===== src/rtl/left_funnel_shifter_seq.sv =====
// Multi-cycle left funnel shifter: y = ({in1,in2} << amt) upper half, one step per clock,
// behind valid/ready handshakes. Define FUNNEL_DOUBLE_STEP_EN to shift two bits per edge while cnt>=2.
module left_funnel_shifter_seq #(
  parameter int WIDTH = 10,
  parameter int AMT_W = 4
) (
  input  logic             clk,
  input  logic             rst_n,
  input  logic             in_valid,
  output logic             in_ready,
  input  logic [WIDTH-1:0] in1,
  input  logic [WIDTH-1:0] in2,
  input  logic [AMT_W-1:0] amt,
  output logic             out_valid,
  input  logic             out_ready,
  output logic [WIDTH-1:0] y
);

  typedef enum logic [1:0] {
    IDLE  = 2'd0,
    SHIFT = 2'd1,
    DONE  = 2'd2
  } state_t;

  state_t               r_state;
  state_t               w_state_nxt;
  logic [2*WIDTH-1:0]   r_sr;
  logic [2*WIDTH-1:0]   w_sr_nxt;
  logic [AMT_W-1:0]     r_cnt;
  logic [AMT_W-1:0]     w_cnt_nxt;
  logic [AMT_W-1:0]     w_step;

`ifdef FUNNEL_DOUBLE_STEP_EN
  assign w_step = (r_cnt > AMT_W'(1)) ? AMT_W'(2) : AMT_W'(1);
`else
  assign w_step = AMT_W'(1);
`endif

  // NOTE: every output of this block gets a default first, so no path leaves a
  // signal unassigned and no latch is inferred.
  always_comb begin
    w_state_nxt = r_state;
    w_sr_nxt    = r_sr;
    w_cnt_nxt   = r_cnt;
    in_ready    = 1'b0;
    case (r_state)
      IDLE: begin
        in_ready = 1'b1;
        if (in_valid) begin
          w_sr_nxt    = {in1, in2};
          w_cnt_nxt   = amt;
          w_state_nxt = (amt == '0) ? DONE : SHIFT;
        end
      end
      SHIFT: begin
        w_sr_nxt  = r_sr << w_step;
        w_cnt_nxt = r_cnt - w_step;
        if (r_cnt == w_step) w_state_nxt = DONE;
      end
      DONE: begin
        if (out_ready) w_state_nxt = IDLE;
      end
      default: w_state_nxt = IDLE;
    endcase
  end

  // NOTE: sequential state uses non-blocking assignments so every register
  // samples the pre-edge values, independent of statement order.
  always_ff @(posedge clk or negedge rst_n) begin
    if (!rst_n) begin
      r_state <= IDLE;
      r_sr    <= '0;
      r_cnt   <= '0;
    end else begin
      r_state <= w_state_nxt;
      r_sr    <= w_sr_nxt;
      r_cnt   <= w_cnt_nxt;
    end
  end

  // The shift register is frozen in DONE, so its upper half is the registered result.
  assign out_valid = (r_state == DONE);
  assign y         = r_sr[2*WIDTH-1:WIDTH];

endmodule


===== config.mk =====
export PLATFORM = sky130hd
export DESIGN_NAME = left_funnel_shifter_seq
export DESIGN_NICKNAME = d
export VERILOG_FILES = /design/src/rtl/left_funnel_shifter_seq.sv
export SDC_FILE = /design/constraint.sdc
export NUM_CORES = 1
export LEC_CHECK = 0
export ABC_AREA = 1
export BUFFER_PORTS_ARGS = -buffer_cell sky130_fd_sc_hd__buf_2
export CAP_MARGIN = 0
export CORE_MARGIN = 2
export CORE_UTILIZATION = 35
export DETAILED_ROUTE_END_ITERATION = 10
export GPL_TIMING_DRIVEN = 0
export REMOVE_ABC_BUFFERS = 1
export SLEW_MARGIN = 20
export SYNTH_ARGS = -nofsm -noshare
export SYNTH_HDL_FRONTEND = slang
export SYNTH_SLANG_ARGS = --single-unit

===== constraint.sdc =====
create_clock -name clk -period 1.5 [get_ports clk]
set_input_delay 0.075 -clock clk [delete_from_list [all_inputs] [get_ports clk]]
set_output_delay 0.075 -clock clk [all_outputs]
set_load 0.02 [all_outputs]

==> flow_metrics.tcl <==
set metrics [dict create \
    status "finished, final reports clean" \
    finClkSkew_ns 0.00346 \
    power.leakage_nw 0.915 \
    wl_per_cell_um 10.4 \
    worstPathMaxFanout 5 \
    crit_required_ns 1.42 \
    p_per_area_mw_per_mm2 2150 \
    final_common_cell "nand2_1" \
    finalCritPeriodShare 0.919 \
    ys_seq_elements 26 \
    slew-limit-headroom 0.604 \
    hold_start "in2[0]" \
    hpwl_mm 1.99 \
    cts.sinks 26 \
    critPathCaptureType "primary output" \
    antennaDiodeCount 0 \
    drc_errors 0 \
    grt_max_degree 44 \
    vias 1204 \
    grt_pass1_wl_mm 4.93 \
    report.final.slew_viol_count 0 \
    ant_nets 0 \
    combPwrFrac 0.570 \
    worst_ep_arrival_time_ns 1.30 \
    gr-total-overflow 0 \
    worst_pin_slew_ns 0.594 \
    die_area_mm2 0.00509 \
    yosys.area.top_type "dfrtp_1" \
    cts_tree "built" \
    initial_core_util 0.364 \
    post_cts_buffers 0 \
    die_height_um 71.3 \
    peakVddDrop_v 0.000875 \
    yosys-top-cells-area "dfrtp_1 (41%), o21ai_2 (14%), nand2_1 (13%)" \
    clk_pin_slew_ns 0.09 \
    yosysSeqAreaShare 0.410 \
    grt_usage 0.118 \
    htreeDepth 1 \
    antenna_found_initial 0 \
    clock_latency_ns 0.26 \
    drv_cap 0 \
    holdWs_ns 0.0588 \
    cts_made_buffers 3 \
    hold_viol 0 \
    finalPower_mw 3.75 \
    startpoint "r_state[0]" \
    synthCells 193 \
    root_buffer "clkbuf_8" \
    fin_crit_ns 1.38 \
    intPower_mw 1.95 \
    rsz0062_at_grt "no" \
    setup_viol 0 \
    fin_nets 250 \
    die_w_um 71.3 \
    cts_buffer_depth 2 \
    ios 40 \
    routed_wl_mm 2.80 \
    path_class "flip-flop to primary output" \
    place_area_mm2 0.00168 \
    power.share.switching 0.481 \
    drt_iter0_drc 29 \
    worstReg2RegStart "r_state[0]" \
    gp_congestion 0.784 \
    area_growth_pct 10.1 \
    synth_top_area_share 0.410 \
    vias_per_cell 4.46 \
    start_kind "flip-flop" \
    hold_path_class "input port to flip-flop" \
    first_pass_iters 2 \
    coreArea_mm2 0.00435 \
    ys_types 18 \
    syn_area_mm2 0.00159 \
    fmax_mhz 726 \
    p_clk_frac 0.102 \
    syn_avg_cell_area_um2 8.22 \
    num_rows 24 \
    io_buffers 39 \
    final_cell_area_mm2 0.00175 \
    grt_pass1_vias 1125 \
    fill_cells 474 \
    yosysWarnings 0 \
    p_seq_frac 0.327 \
    mostFrequentLayoutCells "nand2_1 (55), buf_2 (39), inv_1 (26), dfrtp_1 (26), o21ai_2 (25)" \
    switchingPower_mw 1.80 \
    drive_gt1_frac 0.326 \
]
==> routing by layer <==
| metal | wire length, um | track usage |
|---|---|---|
| met2 | 1220 | 0.185 |
| met5 | 0 | 0 |
| met4 | 24 | 0.0314 |
| met3 | 131 | 0.0267 |
| met1 | 1420 | 0.165 |
==> stage by stage <==
step / setup slack (ns) / TNS [ns] / util / cells
floorplan: 0.184 / 0 / - / 175
detailed placement: -0.0154 / -0.0154 / 0.386 / 266
finish: 0.122 / 0 / 0.401 / 270
global placement: -0.0104 / -0.0104 / 0.386 / 266
CTS: 0.0888 / 0 / 0.401 / 270
global route: 0.00403 / 0 / 0.401 / 270
==> cells in the mapped netlist <==
cell type  number
nand3_1         6
o211ai_1        1
xor2_1          1
nand2_1        55
inv_1          27
o21ai_0         1
ha_1            2
nor2_1          9
buf_6           8
inv_4           1
o21bai_1        1
nand2_4         1
o21ai_4         1
o21ai_2        25
buf_4          10
nand3b_1        1
dfrtp_1        26
o21ai_1        17
==> critical path, cell delays in order, from the launching register on <==
cell and delay, ns:
dfrtp_1 0.51, nor2_1 0.30, buf_2 0.23
==> worst paths after layout <==
kind                         endpoint  slack (ns)  cells after the start
max                          in_ready        0.12                      2
min                           r_sr[0]        0.06                      3
max reg2reg                r_state[0]        0.13                      5
min reg2reg                  r_sr[19]        0.50                      2
max in group asynchronous    r_sr[18]        0.77                      2
min in group asynchronous    r_sr[11]        0.34                      2
==> repair_timing <==
action                     CTS  global route
pin swaps                    0             1
gates resized for setup      2             2
setup endpoints to repair    2             4
hold buffers                 1             0
hold endpoints to repair    26             0
==> logic make-up after synthesis <==
family / synth area share
xor+xnor: 0.00552
compound gates: 0.215
simple gates: 0.182
fa+ha+maj: 0.0158
buf+inv: 0.172
flops: 0.410
==> state kept, by name, indices dropped and copies added, names as in the netlist <==
| register | flops |
|---|---|
| r_cnt | 4 |
| r_sr | 20 |
| r_state | 2 |
==> power groups by stage <==
stage	clock, mW	sequential (mW)	combinational (mW)
final	0.384	1.23	2.14
after global routing	0.439	1.27	2.45
after CTS	0.403	1.23	2.18
after detailed placement	0	1.24	2.15
after global placement	0	1.23	2.12
after floorplan	0	1.37	1.50
==> cell type report <==
class	instances	area (um^2)	area share
sequential	26	651	0.372
multi-input combinational	121	672	0.385
inverter	28	113	0.0645
timing repair buffer	40	205	0.117
clock buffer	3	41.3	0.0236
tap	52	65.1	0.0372
(Power assumes the default switching activity.)
